File: config.mk
export PLATFORM = sky130hd
export DESIGN_NAME = float16_adder
export DESIGN_NICKNAME = d
export VERILOG_FILES = /design/src/rtl/float16_adder.sv
export SDC_FILE = /design/constraint.sdc
export NUM_CORES = 1
export LEC_CHECK = 0
export CAP_MARGIN = 40
export CORE_ASPECT_RATIO = 1.5
export CORE_UTILIZATION = 40
export DETAILED_ROUTE_END_ITERATION = 10
export DONT_BUFFER_PORTS = 1
export GPL_TIMING_DRIVEN = 0
export HOLD_SLACK_MARGIN = 0.08
export PLACE_DENSITY = 0.51
export SLEW_MARGIN = 20
export SYNTH_ARGS = -nofsm -noshare
export SYNTH_HDL_FRONTEND = slang
export SYNTH_SLANG_ARGS = --single-unit
File: constraint.sdc
create_clock -name clk -period 4.4 [get_ports clk]
set_input_delay 0 -clock clk [delete_from_list [all_inputs] [get_ports clk]]
set_output_delay 0 -clock clk [all_outputs]
set_load 0.01 [all_outputs]
File: src/rtl/float16_adder.sv
// Five-stage pipelined IEEE-754 binary16 adder: round-to-nearest-even, subnormals flushed to zero.
// Latency 5 edges from sampling to result; accepts one operand pair per cycle with no backpressure.
module float16_adder #(
    parameter int FLOAT_LEN = 16,
    parameter int EXP_LEN   = 5,
    parameter int MANT_LEN  = 10
) (
    input  logic                 clk,
    input  logic                 rst_n,
    input  logic [FLOAT_LEN-1:0] a,
    input  logic [FLOAT_LEN-1:0] b,
    output logic [FLOAT_LEN-1:0] result
);

    localparam int SIG_LEN = MANT_LEN + 1;       // significand with hidden bit
    localparam int ALN_LEN = SIG_LEN + 2;        // significand + guard + round
    localparam int EXT_LEN = SIG_LEN + 3;        // significand + guard + round + sticky
    localparam int SHF_LEN = SIG_LEN + ALN_LEN;  // alignment shifter width
    localparam int EXP_W   = EXP_LEN + 2;        // signed working exponent
    localparam int LZ_W    = $clog2(EXT_LEN);

    localparam logic [EXP_LEN-1:0]   EXP_MAX   = '1;
    localparam logic [EXP_LEN-1:0]   ALN_LIMIT = EXP_LEN'(ALN_LEN);
    localparam logic [EXP_W-1:0]     EXP_INF   = EXP_W'((2 ** EXP_LEN) - 1);
    localparam logic [FLOAT_LEN-1:0] QNAN      = {1'b0, EXP_MAX, 1'b1, {(MANT_LEN-1){1'b0}}};

    // ---------------- S1: unpack, classify, order by magnitude ----------------
    logic                 a_sign, b_sign;
    logic [EXP_LEN-1:0]   a_exp, b_exp;
    logic [MANT_LEN-1:0]  a_mant, b_mant;
    logic                 a_zero, b_zero, a_inf, b_inf, a_nan, b_nan;
    logic [FLOAT_LEN-2:0] a_mag, b_mag;
    logic [SIG_LEN-1:0]   a_sig, b_sig;
    logic                 swap;

    always_comb begin
        a_sign = a[FLOAT_LEN-1];
        b_sign = b[FLOAT_LEN-1];
        a_exp  = a[FLOAT_LEN-2 -: EXP_LEN];
        b_exp  = b[FLOAT_LEN-2 -: EXP_LEN];
        a_mant = a[MANT_LEN-1:0];
        b_mant = b[MANT_LEN-1:0];
        a_zero = (a_exp == '0);
        b_zero = (b_exp == '0);
        a_inf  = (a_exp == EXP_MAX) && (a_mant == '0);
        b_inf  = (b_exp == EXP_MAX) && (b_mant == '0);
        a_nan  = (a_exp == EXP_MAX) && (a_mant != '0);
        b_nan  = (b_exp == EXP_MAX) && (b_mant != '0);
        // A zero exponent field means zero: subnormal mantissa bits are ignored.
        a_mag  = a_zero ? '0 : a[FLOAT_LEN-2:0];
        b_mag  = b_zero ? '0 : b[FLOAT_LEN-2:0];
        a_sig  = a_zero ? '0 : {1'b1, a_mant};
        b_sig  = b_zero ? '0 : {1'b1, b_mant};
        swap   = (b_mag > a_mag);
    end

    logic                 s1_sign_l, s1_sign_s;
    logic [EXP_LEN-1:0]   s1_exp_l, s1_exp_s;
    logic [SIG_LEN-1:0]   s1_sig_l, s1_sig_s;
    logic                 s1_nan, s1_inf, s1_inf_sign;

    always_ff @(posedge clk) begin
        if (rst_n) begin
            s1_sign_l   <= 1'b0;
            s1_sign_s   <= 1'b0;
            s1_exp_l    <= '0;
            s1_exp_s    <= '0;
            s1_sig_l    <= '0;
            s1_sig_s    <= '0;
            s1_nan      <= 1'b0;
            s1_inf      <= 1'b0;
            s1_inf_sign <= 1'b0;
        end else begin
            s1_sign_l   <= swap ? b_sign : a_sign;
            s1_sign_s   <= swap ? a_sign : b_sign;
            s1_exp_l    <= swap ? b_exp : a_exp;
            s1_exp_s    <= swap ? a_exp : b_exp;
            s1_sig_l    <= swap ? b_sig : a_sig;
            s1_sig_s    <= swap ? a_sig : b_sig;
            s1_nan      <= a_nan | b_nan | (a_inf & b_inf & (a_sign ^ b_sign));
            s1_inf      <= a_inf | b_inf;
            s1_inf_sign <= a_inf ? a_sign : b_sign;
        end
    end

    // ---------------- S2: align smaller operand, collect G/R/S ----------------
    logic [EXP_LEN-1:0] exp_diff;
    logic [SHF_LEN-1:0] shift_full;
    logic [ALN_LEN-1:0] aligned;
    logic               sticky;

    always_comb begin
        exp_diff   = s1_exp_l - s1_exp_s;
        shift_full = {s1_sig_s, {ALN_LEN{1'b0}}} >> exp_diff;
        // Beyond ALN_LEN the shifter would drop bits off the bottom, so collapse into sticky.
        if (exp_diff >= ALN_LIMIT) begin
            aligned = '0;
            sticky  = |s1_sig_s;
        end else begin
            aligned = shift_full[SHF_LEN-1 -: ALN_LEN];
            sticky  = |shift_full[SIG_LEN-1:0];
        end
    end

    logic               s2_sign_l, s2_sign_s;
    logic [EXP_LEN-1:0] s2_exp_l;
    logic [SIG_LEN-1:0] s2_sig_l;
    logic [ALN_LEN-1:0] s2_aligned;
    logic               s2_sticky;
    logic               s2_nan, s2_inf, s2_inf_sign;

    always_ff @(posedge clk) begin
        if (rst_n) begin
            s2_sign_l   <= 1'b0;
            s2_sign_s   <= 1'b0;
            s2_exp_l    <= '0;
            s2_sig_l    <= '0;
            s2_aligned  <= '0;
            s2_sticky   <= 1'b0;
            s2_nan      <= 1'b0;
            s2_inf      <= 1'b0;
            s2_inf_sign <= 1'b0;
        end else begin
            s2_sign_l   <= s1_sign_l;
            s2_sign_s   <= s1_sign_s;
            s2_exp_l    <= s1_exp_l;
            s2_sig_l    <= s1_sig_l;
            s2_aligned  <= aligned;
            s2_sticky   <= sticky;
            s2_nan      <= s1_nan;
            s2_inf      <= s1_inf;
            s2_inf_sign <= s1_inf_sign;
        end
    end

    // ---------------- S3: significand add / subtract ----------------
    logic [EXT_LEN-1:0] l_ext, s_ext;
    logic [EXT_LEN:0]   sum;

    always_comb begin
        l_ext = {s2_sig_l, 3'b000};
        s_ext = {s2_aligned, s2_sticky};
        // Operands are magnitude-ordered, so the difference never goes negative.
        if (s2_sign_l ^ s2_sign_s) begin
            sum = {1'b0, l_ext} - {1'b0, s_ext};
        end else begin
            sum = {1'b0, l_ext} + {1'b0, s_ext};
        end
    end

    logic               s3_sign_l, s3_sign_s;
    logic [EXP_LEN-1:0] s3_exp_l;
    logic [EXT_LEN:0]   s3_sum;
    logic               s3_nan, s3_inf, s3_inf_sign;

    always_ff @(posedge clk) begin
        if (rst_n) begin
            s3_sign_l   <= 1'b0;
            s3_sign_s   <= 1'b0;
            s3_exp_l    <= '0;
            s3_sum      <= '0;
            s3_nan      <= 1'b0;
            s3_inf      <= 1'b0;
            s3_inf_sign <= 1'b0;
        end else begin
            s3_sign_l   <= s2_sign_l;
            s3_sign_s   <= s2_sign_s;
            s3_exp_l    <= s2_exp_l;
            s3_sum      <= sum;
            s3_nan      <= s2_nan;
            s3_inf      <= s2_inf;
            s3_inf_sign <= s2_inf_sign;
        end
    end

    // ---------------- S4: normalize ----------------
    logic [LZ_W-1:0]    lz;
    logic               lz_found;
    logic [EXT_LEN-1:0] norm;
    logic [EXP_W-1:0]   exp_n;

    always_comb begin
        lz       = '0;
        lz_found = 1'b0;
        for (int i = EXT_LEN - 1; i >= 0; i--) begin
            if (!lz_found && s3_sum[i]) begin
                lz       = LZ_W'(EXT_LEN - 1 - i);
                lz_found = 1'b1;
            end
        end
        if (s3_sum[EXT_LEN]) begin
            norm  = {s3_sum[EXT_LEN:2], |s3_sum[1:0]};
            exp_n = {{(EXP_W-EXP_LEN){1'b0}}, s3_exp_l} + EXP_W'(1);
        end else begin
            norm  = s3_sum[EXT_LEN-1:0] << lz;
            exp_n = {{(EXP_W-EXP_LEN){1'b0}}, s3_exp_l} - {{(EXP_W-LZ_W){1'b0}}, lz};
        end
    end

    // A clear hidden bit in s4_norm marks an exact zero sum.
    logic               s4_sign, s4_zero_sign;
    logic [EXP_W-1:0]   s4_exp;
    logic [EXT_LEN-1:0] s4_norm;
    logic               s4_nan, s4_inf, s4_inf_sign;

    always_ff @(posedge clk) begin
        if (rst_n) begin
            s4_sign      <= 1'b0;
            s4_zero_sign <= 1'b0;
            s4_exp       <= '0;
            s4_norm      <= '0;
            s4_nan       <= 1'b0;
            s4_inf       <= 1'b0;
            s4_inf_sign  <= 1'b0;
        end else begin
            s4_sign      <= s3_sign_l;
            s4_zero_sign <= s3_sign_l & s3_sign_s;
            s4_exp       <= exp_n;
            s4_norm      <= norm;
            s4_nan       <= s3_nan;
            s4_inf       <= s3_inf;
            s4_inf_sign  <= s3_inf_sign;
        end
    end

    // ---------------- S5: round to nearest even, pack ----------------
    logic                 round_up;
    logic [MANT_LEN:0]    mant_r;
    logic [EXP_W-1:0]     exp_f;
    logic                 underflow, overflow;
    logic [FLOAT_LEN-1:0] result_n;

    always_comb begin
        round_up  = s4_norm[2] & (s4_norm[3] | s4_norm[1] | s4_norm[0]);
        mant_r    = {1'b0, s4_norm[EXT_LEN-2:3]} + {{MANT_LEN{1'b0}}, round_up};
        // A carry out of the mantissa leaves its low bits zero, i.e. 1.0 at the next exponent.
        exp_f     = s4_exp + {{(EXP_W-1){1'b0}}, mant_r[MANT_LEN]};
        underflow = exp_f[EXP_W-1] | (exp_f == '0);
        overflow  = !exp_f[EXP_W-1] && (exp_f >= EXP_INF);
        if (s4_nan) begin
            result_n = QNAN;
        end else if (s4_inf) begin
            result_n = {s4_inf_sign, EXP_MAX, {MANT_LEN{1'b0}}};
        end else if (!s4_norm[EXT_LEN-1]) begin
            result_n = {s4_zero_sign, {(FLOAT_LEN-1){1'b0}}};
        end else if (underflow) begin
            result_n = {s4_sign, {(FLOAT_LEN-1){1'b0}}};
        end else if (overflow) begin
            result_n = {s4_sign, EXP_MAX, {MANT_LEN{1'b0}}};
        end else begin
            result_n = {s4_sign, exp_f[EXP_LEN-1:0], mant_r[MANT_LEN-1:0]};
        end
    end

    always_ff @(posedge clk) begin
        if (rst_n) begin
            result <= '0;
        end else begin
            result <= result_n;
        end
    end

endmodule

# Word-level counts from Yosys, hierarchy flattened
# Index checks and enable logic that the tools add are counted.
# totals
regBits	139
in_bits	34
output_inout_bits	16
elab_cells	153
# op_classes
addsub	7
magnitude_cmp	3
n_eq_ne	2
n_shift	2
muxes	46
bitwise_logic	13
n_reduce_logical	45
# op_table
op	n
$mux 15	6
$mux 4	12
$mux 11	4
$mux 16	2
$shr 24x5->24	1
$reduce_or 11->1	2
$logic_not 10->1	2
$reduce_bool 10->1	2
$logic_and 1x1->1	18
$mux 1	18
$add 14x14->15	1
$gt 15x15->1	1
$sub 14x14->15	1
$logic_not 1->1	14
$mux 14	1
$shl 14x4->14	1
$add 10x1->11	1
$eq 5x5->1 const B	2
$logic_not 5->1	2
$mux 5	2
$add 7x1->7	1
$ge 7x5->1 const B	1
$logic_not 7->1	1
$mux 7	1
10 further kinds	21

# Depth between registers and ports, before layout
# Gate-level depths: netlist of the first run.
# logic_depth
depth_word	42
ltp_mapped	16
depth_no_buf	16

# Least setup slack after synthesis of the first run
# Ideal clock, no wire load.
# synth_path
kind	reg-to-reg
from	register s4_norm[1]
to	register result[2]
setup_time_ns	0.068
t_arrival_ns	2.990
slack_ns	1.342
path_stages_with_launch	17
period_less_slack_ns	3.058
path_cell_list	dfxtp_1 > o31a_1 > ha_1 > ha_1 > nand2_1 > nor2_1 > and3_1 > and3_1 > ha_1 > ha_1 > and3_1 > nand3_1 > xor2_1 > nand2_1 > a31oi_1 > nand3_1 > nor2_1
# synth_via
elab_chain_len	8
# synth_rtl
item	line	text
start, declared	203	logic [EXT_LEN-1:0] s4_norm;
start signal, assigned	219	s4_norm <= norm;
$or 1x1->1 (*) (2 in series)	234	round_up = s4_norm[2] & (s4_norm[3] | s4_norm[1] | s4_norm[0]);
$and 1x1->1 (*)	234	
$add 10x1->11 (*)	235	mant_r = {1'b0, s4_norm[EXT_LEN-2:3]} + {{MANT_LEN{1'b0}}, round_up};
$add 7x1->7	237	exp_f = s4_exp + {{(EXP_W-1){1'b0}}, mant_r[MANT_LEN]};
$ge 7x5->1, or another cell as far along	239	overflow = !exp_f[EXP_W-1] && (exp_f >= EXP_INF);
$logic_and 1x1->1 or $or 1x1->1 (tied branches)	239, 238	
$reduce_or 6->1 (no source line)	-	
end signal, assigned	259	result <= result_n;
end, declared	12	output logic [FLOAT_LEN-1:0] result
# Every way passes the cells marked *; elsewhere a longest branch is shown, timed or not.
# A chain may end at the register's enable or synchronous reset.

# Final worst setup path of the first run
# layout_path
from	register s4_norm[3]
to	register result[7]
# layout_via
elab_chain_len	8
# layout_rtl
item	line
$or 1x1->1 (2 in series)	234
$and 1x1->1	234
$add 10x1->11 (*)	235
$add 7x1->7	237
$ge 7x5->1, or another cell as far along	239
$logic_and 1x1->1 or $or 1x1->1 (tied branches)	239, 238
$reduce_or 6->1 (no source line)	-
# Marked as above.

==> metrics.md, run 1 <==
| Metric | Value |
|---|---|
| Syn Area/Cell | 8.61 µm² |
| RSZ-0062 raised after global routing | false |
| Hold_sp | a[13] |
| Layout cells sized above 1 | 0.0857 |
| Mapped Nets | 986 |
| CP Class | register to register |
| Post-synth ARST share | 0 |
| Initial antenna violation count | 0 |
| Slowest stage delay, CP | 0.36 ns |
| GRT Overall Usage | 0.222 |
| Initial DRT Pass Iterations | 5 |
| Pin count of the biggest net entering global routing | 17 |
| Final Critical Period | 3.48 ns |
| Placer Congestion | 0.941 |
| Worst R2R Start | s4_norm[3] |
| Core area | 18800 µm² |
| DRT Wirelength | 20.7 mm |
| Die area | 19900 µm² |
| CTS tree | yes |
| Clock slew at reported path FFs | 0.07 ns |
| Crit path cell chain | o31a_1 > ha_1 > ha_1 > nand2_1 > nor2_1 > and3_1 > and3_1 > ha_1 > ha_1 > and3_1 > nand3_1 > xor2_1 > nand2_1 > a31oi_1 > nand3_1 > nor2_1 |
| R2R Setup Slk | 0.92 ns |
| Data arrival at the endpoint of the critical path | 3.84 ns |
| Most common cell in the netlist | dfxtp_1 |
| Final antenna-violating net count | 0 |
| Nets | 1055 |
| Setup Fix Bufs, Post-CTS | 0 |
| Outcome | completed |
| Starting Density | 0.412 |
| Crit-path most repeated cell | ha_1 |
| Global routing's busiest layer | met2 |
| Sequential cell area fraction in the yosys report | 0.360 |
| Max Clock Freq | 0.287 GHz |
| Power per cell area | 505 nW/µm² |
| PortBufs | 0 |
| DP HPWL | 15.4 mm |
| N_diodes | 0 |
| Max Slew Vio Count | 0 |
| Minimum hold slack | 0.0904 ns |
| Iteration-0 DRC Markers | 337 |
| Post-Synthesis Cells | 898 |
| Clock latency on the worst-skew pair | 0.43 ns |
| Mapped cell area | 7730 µm² |
| Routed len/inst | 16.8 µm |
| Top Ports | 50 |
| CP Capture Type | register |
| Slew headroom | 0.425 |
| Post-synth EDFFs | 0 |
| Fin crit share | 0.791 |
| Vias after detailed routing | 6617 |
| Worst Setup SP | s4_norm[3] |
| Worst setup margin | 0.921 ns |
| Dominant cells by area after synthesis | dfxtp_1 36%, ha_1 8.2%, nor2_1 4.9%, nor2b_1 4.8%, mux2i_1 3.8% |
| Max VDD drop | 0.246 mV |
| Synth area leader | dfxtp_1 |
| CP Max Fanout | 9 |
| DR vias/cell | 5.37 |
| Max clock buf depth | 2 |
| Die span in y | 172 µm |
| Slew @ Worst Pin | 0.860 ns |
| Worst Path Required | 4.76 ns |
| Met1 Use GR | 0.208 |
| Area Growth Syn to Fin | 18.3% |
| Post-synth top cells | 139 x dfxtp_1, 100 x nor2_1, 75 x nand2_1, 59 x nor2b_1, 51 x ha_1 |
| Overflow after GRT | 0 |
| Yosys warnings | 0 |
| Clock buffer count from CTS | 17 |
| Post-layout util | 0.487 |
| Total negative slack | 0 ns |
| CP Launch Type | register |
| Clock sink count | 139 |
| Crit-path slowest cell | nand3_1 |
| Area share of the largest cell type after synthesis | 0.360 |
| Most used DFF post-synth | dfxtp_1 |
| Met2 GRT Util | 0.432 |
| Post-place setup slack | 0.843 ns |
| Max Cap Viol | 0 |
| Min-delay worst type | input port to register |
| H-tree depth | 4 |
| Vias in the first global route | 6747 |
| First-pass GRT wire length | 33.3 mm |
| Clk root buf | clkbuf_16 |
| Die Wd | 116 µm |
| DRC | 0 |
| P_leak | 3.70 nW |
| Cell Rows | 61 |
| Netlist cell types | 79 |
| Final Hold Vio Count | 0 |
| Final setup vio count | 0 |
| Met3 usage | 0.0491 |
| Post-synthesis register bit count | 139 |
| Clk_skew | 0.0105 ns |
per-stage QoR:
stage               cells  total power, mW  instance area [µm²]
floorplan             898             2.77                 7730
global placement     1150             3.12                 8050
detailed placement   1150             3.12                 8050
CTS                  1232             4.64                 9150
global route         1232             4.92                 9150
finish               1232             4.62                 9150
critical path: cells and delay by family (launching register included):
kind                     cells  cell delay, ns
AND/OR/NAND/NOR              9            1.52
adder cells (fa/ha/maj)      4            0.83
AO/OA/AOI/OAI                2            0.58
flip-flops                   1            0.31
XOR/XNOR                     1            0.18
state kept, by name, indices dropped and copies added (netlist names), 5 cells and up:
name / cells
result: 16
s1_exp_l: 5
s1_exp_s: 5
s1_sig_l: 11
s1_sig_s: 11
s2_aligned: 13
s2_exp_l: 5
s2_sig_l: 11
s3_exp_l: 5
s3_sum: 15
s4_exp: 7
s4_norm: 14
placed cells by master (no fill, tap or decap), drive strengths merged, types with 6 or more instances in the layout:
| cell type | count |
|---|---|
| dfxtp | 139 |
| nor2 | 102 |
| nand2 | 75 |
| nor2b | 59 |
| o21ai | 52 |
| ha | 51 |
| dlygate4sd3 | 50 |
| inv | 50 |
| clkbuf | 48 |
| nand3 | 42 |
| a21oi | 37 |
| mux2i | 29 |
| xnor2 | 20 |
| nor3 | 20 |
| buf | 16 |
| a211oi | 15 |
| xor2 | 14 |
| nor4 | 14 |
| a21o | 12 |
| mux2 | 11 |
| mux4 | 8 |
| o211ai | 7 |
| and2 | 7 |
| a31oi | 7 |
| o21bai | 6 |
| a22oi | 6 |
cell type report:
| cell class | instances | area [µm²] |
|---|---|---|
| fillers | 1820 | 9620 |
| multi-input cells | 668 | 4560 |
| flip-flops and latches | 139 | 2780 |
| repair buffers | 50 | 500 |
| clock buffers | 17 | 425 |
| well taps | 252 | 315 |
| plain buffers | 47 | 218 |
| clock inverters | 15 | 176 |
| inverters | 44 | 173 |
what timing repair did:
action | CTS | global route
hold buffers | 50 | 0
hold endpoints to repair | 45 | 0
resized for setup | 0 | 0
final timing paths:
path                                      to  depth (start not counted)
worst max-delay path               result[7]                         16
worst min-delay path            s1_sig_l[10]                          3
worst max register to register     result[7]                         16
worst min register to register  s4_zero_sign                          1
power breakdown:
| group | switching (mW) | internal, mW |
|---|---|---|
| combinational | 0.915 | 0.685 |
| sequential | 0.135 | 1.43 |
| clock | 0.602 | 0.855 |
metal layers:
metal / up-vias / share of wire
li1: 3285 / -
met1: 3066 / 0.36
met2: 194 / 0.55
met3: 72 / 0.037
met4: 0 / 0.048
met5: - / 0
logic make-up (layout without fill, tap and decap cells):
group                      after synthesis  count (layout)  synth area share
adders and majority gates               54              54            0.0903
and+or+nand+nor                        345             345             0.218
buffers and inverters                   91             173            0.0505
AOI/OAI and AO/OA                      187             187             0.165
xor gates and xnor gates                34              34            0.0385
muxes                                   48              48            0.0783
DFF                                    139             139             0.360
Power figures use the tool's default switching activity.
==> run 2: changes to the inputs <==
PLACE_DENSITY = 0.53   (was 0.51)
clock period = 3 ns   (was 4.4 ns; I/O delays follow)
==> metrics.md, run 2 (synthesis results as in run 1) <==
| Metric | Value |
|---|---|
| Outcome | completed (unchanged) |
| First-pass GRT wire length | 33.5 mm (was 33.3 mm) |
| Core area | 18800 µm² (unchanged) |
| Placer Congestion | 0.933 (was 0.941) |
| Clk root buf | clkbuf_16 (unchanged) |
| Clock buffer count from CTS | 17 (unchanged) |
| Max Cap Viol | 0 (unchanged) |
| Power share of the combinational group | 0.368 (was 0.346) |
| Clk_skew | 0.00720 ns (was 0.0105 ns) |
| Number of flip-flops under the largest register name | 16 (unchanged) |
| DP HPWL | 15.1 mm (was 15.4 mm) |
| Slew headroom | 0.466 (was 0.425) |
| Max clock buf depth | 2 (unchanged) |
| Reg power frac | 0.346 (was 0.338) |
| Crit path buf inv count | 1 (was 0) |
| Filler cell count | 1863 (was 1820) |
| Top Ports | 50 (unchanged) |
| CP Launch Type | register (unchanged) |
| Die span in y | 172 µm (unchanged) |
| Largest regs | result: 16 flops, s3_sum: 15 flops, s4_norm: 14 flops (unchanged) |
| Clock sink count | 139 (unchanged) |
| Crit path max-delay family | simple AND/OR/NAND/NOR gates (unchanged) |
| Vias in the first global route | 6786 (was 6747) |
| Initial DRT Pass Iterations | 5 (unchanged) |
| CP Max Fanout | 5 (was 9) |
| Clock latency on the worst-skew pair | 0.42 ns (was 0.43 ns) |
| RSZ-0062 raised after global routing | true (was false) |
| Final Critical Period | 2.94 ns (was 3.48 ns) |
| H-tree depth | 4 (unchanged) |
| Fin cells | 1229 (was 1232) |
| Routed len/inst | 17.0 µm (was 16.8 µm) |
| Clock slew at reported path FFs | 0.06 ns (was 0.07 ns) |
| Crit-path most repeated cell | ha_4 (was ha_1) |
| Layout cells sized above 1 | 0.128 (was 0.0857) |
| Crit path cell chain | o31a_1 > ha_4 > ha_4 > nand2_4 > nor2_4 > and3_4 > and3_4 > ha_4 > ha_4 > and3_4 > nand3_4 > xor2_2 > nand2_2 > a31oi_4 > buf_12 > nand3_4 > nor2_1 (was o31a_1 > ha_1 > ha_1 > nand2_1 > nor2_1 > and3_1 > and3_1 > ha_1 > ha_1 > and3_1 > nand3_1 > xor2_1 > nand2_1 > a31oi_1 > nand3_1 > nor2_1) |
| Slowest stage delay, CP | 0.33 ns (was 0.36 ns) |
| CP Capture Type | register (unchanged) |
| Post-layout util | 0.493 (was 0.487) |
| Vias after detailed routing | 6688 (was 6617) |
| CTS tree | yes (unchanged) |
| Worst Path Required | 3.35 ns (was 4.76 ns) |
| Die area | 19900 µm² (unchanged) |
| Cell Rows | 61 (unchanged) |
| Final Hold Vio Count | 0 (unchanged) |
| Nets | 1052 (was 1055) |
| CP Class | register to register (unchanged) |
| Pin count of the biggest net entering global routing | 17 (unchanged) |
| Most frequent cells in the layout | 137 x dfxtp_1, 95 x nor2_1, 72 x nand2_1, 59 x nor2b_1, 48 x o21ai_0 (was 139 x dfxtp_1, 100 x nor2_1, 75 x nand2_1, 59 x nor2b_1, 51 x ha_1) |
| Overflow after GRT | 0 (unchanged) |
| Inst Count DP | 1151 (was 1150) |
| Final setup vio count | 0 (unchanged) |
| Initial antenna violation count | 0 (unchanged) |
| Min-delay worst type | input port to register (unchanged) |
| Most common cell after layout, fill and taps aside | dfxtp_1 (unchanged) |
| Internal power of the cells | 4.27 mW (was 2.97 mW) |
| Data arrival at the endpoint of the critical path | 3.29 ns (was 3.84 ns) |
| Final antenna-violating net count | 0 (unchanged) |
| Max Clock Freq | 0.341 GHz (was 0.287 GHz) |
| N_diodes | 0 (unchanged) |
| Switching power | 2.44 mW (was 1.65 mW) |
| Slew @ Worst Pin | 0.790 ns (was 0.860 ns) |
| Iteration-0 DRC Markers | 348 (was 337) |
| DRT Wirelength | 20.9 mm (was 20.7 mm) |
| Clock network power share | 0.285 (was 0.315) |
| P_leak | 3.68 nW (was 3.70 nW) |
| Power per cell area | 724 nW/µm² (was 505 nW/µm²) |
| DR vias/cell | 5.44 (was 5.37) |
| GRT Overall Usage | 0.221 (was 0.222) |
| Crit-path slowest cell | dfxtp_2 (was nand3_1) |
| Switch share | 0.364 (was 0.358) |
| Max Slew Vio Count | 0 (unchanged) |
| Final Power | 6.71 mW (was 4.62 mW) |
| Largest Register | result (unchanged) |
| PortBufs | 0 (unchanged) |
| Die Wd | 116 µm (unchanged) |
| Starting Density | 0.412 (unchanged) |
| DRC | 0 (unchanged) |
| Fin crit share | 0.979 (was 0.791) |
| Max VDD drop | 0.366 mV (was 0.246 mV) |
| Area Growth Syn to Fin | 19.8% (was 18.3%) |
-- run 2: changes by cell type in the layout (fill, tap and decap cells not counted), moves of 3 or more --
cell / previous run / this run
ha_1: 51 / 47
nor2_1: 100 / 95
and3_1: 3 / 0
clkinv_2: 1 / 5
nor2_2: 2 / 5
ha_4: 0 / 4
nand3_4: 0 / 3
inv_8: 5 / 1
dlygate4sd3_1: 50 / 35
nand2_1: 75 / 72
and3_4: 0 / 3
buf_4: 2 / 12
-- run 2: cell type report --
type                    instances  area (µm²)  area share
multi-input cells             669        4780       0.516
flip-flops and latches        139        2790       0.301
clock buffers                  19         453      0.0489
repair buffers                 46         445      0.0481
well taps                     252         315      0.0340
plain buffers                  47         219      0.0236
inverters                      44         173      0.0186
clock inverters                13        90.1     0.00972
-- run 2: final timing paths --
path	from	end	cells past startpoint	slack, ns
setup reg to reg	s4_norm[3]	result[5]	17	0.06
hold / removal	b[14]	s1_sig_l[10]	3	0.11
setup / recovery	s4_norm[3]	result[5]	17	0.06
hold reg to reg	s2_exp_l[3]	s3_exp_l[3]	1	0.43
-- run 2: metrics by stage --
stage	worst slack, ns	setup TNS (ns)	area, µm²	hold WS (ns)
floorplan	0.0604	0	7750	0.130
global placement	-0.310	-6.58	8060	0.140
detailed placement	-0.318	-7.11	8070	0.144
CTS	0.0221	0	9110	0.108
global route	-0.0825	-0.602	9260	0.142
finish	0.0645	0	9260	0.114
-- run 2: power groups by stage --
stage,logic (mW),registers [mW],clock network [mW]
final,2.47,2.32,1.92
after global routing,2.73,2.36,2.05
after CTS,2.39,2.31,1.96
after detailed placement,2.25,2.33,0
after global placement,2.25,2.33,0
after floorplan,1.80,2.28,0
-- run 2: worst min-delay path: stages --
cell and delay (ns):
nor2_4 0.04, nor2_1 0.24, mux2_2 0.21
-- run 2: timing repair --
item	4_1_cts	5_1_grt
endpoints found under the hold margin	44	0
hold buffers	35	0
pin swaps	14	15
setup endpoints to repair	14	18
gates resized for setup	20	21
setup buffers	3	7
gates cloned	1	0
-- run 2: per-layer routing --
layer / track usage / vias up / wire length (µm)
li1: - / 3278 / -
met1: 0.212 / 3124 / 7700
met2: 0.432 / 203 / 11300
met3: 0.0389 / 83 / 743
met4: 0.127 / 0 / 1110
met5: 0 / - / 0
==> run 3: changes to the inputs <==
PLACE_DENSITY = 0.58   (was 0.53)
==> metrics.md, run 3 (synthesis results as in run 1) <==
| Metric | Value |
|---|---|
| DR vias/cell | 5.34 (was 5.44) |
| DP HPWL | 14.7 mm (was 15.1 mm) |
| N_diodes | 0 (unchanged) |
| Reg2reg path depth | 16 (was 17) |
| Max VDD drop | 0.421 mV (was 0.366 mV) |
| GRT Overall Usage | 0.208 (was 0.221) |
| Met2 GRT Util | 0.412 (was 0.432) |
| Post-layout util | 0.492 (was 0.493) |
| Crit path cell chain | o31a_1 > ha_4 > ha_4 > nand2_4 > nor2_4 > and3_4 > and3_4 > ha_4 > ha_4 > and3_4 > nand3_2 > xor2_1 > nand2_1 > a31oi_4 > nand3_4 > nor2_1 (was o31a_1 > ha_4 > ha_4 > nand2_4 > nor2_4 > and3_4 > and3_4 > ha_4 > ha_4 > and3_4 > nand3_4 > xor2_2 > nand2_2 > a31oi_4 > buf_12 > nand3_4 > nor2_1) |
| Final Critical Period | 2.96 ns (was 2.94 ns) |
| Most common cell after layout, fill and taps aside | dfxtp_1 (unchanged) |
| First-pass GRT wire length | 32.1 mm (was 33.5 mm) |
| Worst R2R Start | s4_norm[1] (was s4_norm[3]) |
| Max Cap Viol | 0 (unchanged) |
| Slowest stage delay, CP | 0.32 ns (was 0.33 ns) |
| PortBufs | 0 (unchanged) |
| Internal power of the cells | 4.40 mW (was 4.27 mW) |
| Largest Register | result (unchanged) |
| Initial DRT Pass Iterations | 4 (was 5) |
| Hold_sp | a[14] (was b[14]) |
| Area Growth Syn to Fin | 19.5% (was 19.8%) |
| Routed len/inst | 16.0 µm (was 17.0 µm) |
| Slew headroom | 0.473 (was 0.466) |
| CP Class | register to register (unchanged) |
| Pin count of the biggest net entering global routing | 17 (unchanged) |
| Clock network power share | 0.311 (was 0.285) |
| Fin cells | 1227 (was 1229) |
| Met3 usage | 0.0308 (was 0.0389) |
| Met1 Use GR | 0.202 (was 0.212) |
| Clk_skew | 0.0188 ns (was 0.00720 ns) |
| Global routing's busiest layer | met2 (unchanged) |
| Die area | 19900 µm² (unchanged) |
| Max clock buf depth | 2 (unchanged) |
| Hold Path Sink | s1_sig_l[10] (unchanged) |
| Die Wd | 116 µm (unchanged) |
| Clock latency on the worst-skew pair | 0.43 ns (was 0.42 ns) |
| Slew @ Worst Pin | 0.780 ns (was 0.790 ns) |
| Core area | 18800 µm² (unchanged) |
| Vias in the first global route | 6653 (was 6786) |
| Top Ports | 50 (unchanged) |
| Inst Count DP | 1151 (unchanged) |
| Fin crit share | 0.986 (was 0.979) |
| Placer Congestion | 0.921 (was 0.933) |
| Largest regs | result: 16 flops, s3_sum: 15 flops, s4_norm: 14 flops (unchanged) |
| Final setup vio count | 0 (unchanged) |
| Clock buffer count from CTS | 17 (unchanged) |
| CTS tree | yes (unchanged) |
| Nets | 1050 (was 1052) |
| Clk root buf | clkbuf_16 (unchanged) |
| Final Hold Vio Count | 0 (unchanged) |
| Clock slew at reported path FFs | 0.06 ns (about the same) |
| Worst hold path depth | 3 (unchanged) |
| P_leak | 3.70 nW (was 3.68 nW) |
| Reg power frac | 0.335 (was 0.346) |
| Number of flip-flops under the largest register name | 16 (unchanged) |
| Crit-path slowest cell | o31a_1 (was dfxtp_2) |
| Starting Density | 0.412 (unchanged) |
| Power share of the combinational group | 0.355 (was 0.368) |
| Worst Path Required | 3.36 ns (was 3.35 ns) |
| Most frequent cells in the layout | 137 x dfxtp_1, 94 x nor2_1, 74 x nand2_1, 59 x nor2b_1, 47 x ha_1 (was 137 x dfxtp_1, 95 x nor2_1, 72 x nand2_1, 59 x nor2b_1, 48 x o21ai_0) |
| CP Capture Type | register (unchanged) |
| Layout cells sized above 1 | 0.122 (was 0.128) |
| Min-delay worst type | input port to register (unchanged) |
| Vias after detailed routing | 6551 (was 6688) |
| Final antenna-violating net count | 0 (unchanged) |
| Overflow after GRT | 0 (unchanged) |
| Die span in y | 172 µm (unchanged) |
| Cell Rows | 61 (unchanged) |
| R2R Path End | result[5] (unchanged) |
| Max Clock Freq | 0.338 GHz (was 0.341 GHz) |
| Clock sink count | 139 (unchanged) |
| RSZ-0062 raised after global routing | true (unchanged) |
| CP Max Fanout | 6 (was 5) |
| Outcome | completed (unchanged) |
| Power per cell area | 747 nW/µm² (was 724 nW/µm²) |
| H-tree depth | 4 (unchanged) |
| CP Launch Type | register (unchanged) |
| Initial antenna violation count | 0 (unchanged) |
| Switching power | 2.50 mW (was 2.44 mW) |
| R2R Setup Slk | 0.04 ns (was 0.06 ns) |
| Data arrival at the endpoint of the critical path | 3.32 ns (was 3.29 ns) |
| DRC | 0 (unchanged) |
| DRT Wirelength | 19.6 mm (was 20.9 mm) |
| Crit-path most repeated cell | ha_4 (unchanged) |
| Iteration-0 DRC Markers | 264 (was 348) |
| Max Slew Vio Count | 0 (unchanged) |
| Switch share | 0.363 (was 0.364) |
-- run 3: cell count changes in the layout (fill, tap and decap cells not counted), moves of 2 or more --
cell and change:
inv_8 +4, o21ai_0 -2, nand2_1 +2, inv_6 +2, clkinvlp_4 -4, xor2_2 -2
nand2_2 -2, xor2_1 +2, clkbuf_8 -2, bufinv_16 +2, clkinv_2 -2
-- run 3: worst max-delay path by stage --
stage	slack [ns]	endpoint	from	cells after the start
final	0.04	result[5]	s4_norm[1]	16
after global routing	-0.07	result[5]	s4_norm[1]	16
after CTS	0.006	result[2]	s4_norm[3]	16
after detailed placement	-0.37	s1_sig_l[0]	b[10]	12
after global placement	-0.38	s1_sig_l[0]	b[10]	12
after floorplan	0.06	result[2]	s4_norm[1]	16
-- run 3: worst max-delay path, delay by kind of cell, from the launching register on --
kind	cells	cell delay (ns)
compound gates	2	0.64
flops	1	0.30
simple gates	9	1.12
fa+ha+maj	4	0.66
xor+xnor	1	0.19
-- run 3: power groups by stage --
stage,Sequential [mW],Combinational (mW),Clock (mW)
floorplan,2.28,1.80,0
global placement,2.32,2.25,0
detailed placement,2.33,2.25,0
CTS,2.30,2.37,2.18
global route,2.34,2.69,2.26
finish,2.31,2.45,2.14
-- run 3: timing repair --
action                     4_1_cts  5_1_grt
cloned                           1        0
hold endpoints to repair        44        0
pin swaps                       12       17
setup buffers                    2        7
hold buffers                    34        0
resized for setup               19       19
setup endpoints to repair       13       28
-- run 3: cell type report --
| class | instances | area [µm²] |
|---|---|---|
| multi-input combinational | 669 | 4730 |
| fill | 1842 | 9540 |
| tap | 252 | 315 |
| sequential | 139 | 2790 |
| buffer | 47 | 220 |
| clock inverter | 15 | 173 |
| timing repair buffer | 44 | 415 |
| inverter | 44 | 173 |
| clock buffer | 17 | 425 |
-- run 3: metal layers --
metal | vias to the layer above | routed length [µm]
li1 | 3276 | -
met2 | 172 | 10800
met5 | - | 0
met1 | 3042 | 7290
met3 | 61 | 630
met4 | 0 | 860
-- run 3: metrics by stage --
step	TNS [ns]	area (µm²)	hold slack [ns]	setup WS [ns]	total power, mW
5_1_grt	-0.514	9240	0.149	-0.0727	7.29
4_1_cts	0	9110	0.101	0.00610	6.84
2_1_floorplan	0	7750	0.130	0.0604	4.07
6_report	0	9240	0.109	0.0418	6.90
3_5_place_dp	-10.37	8070	0.148	-0.366	4.58
3_3_place_gp	-11.22	8060	0.143	-0.384	4.57
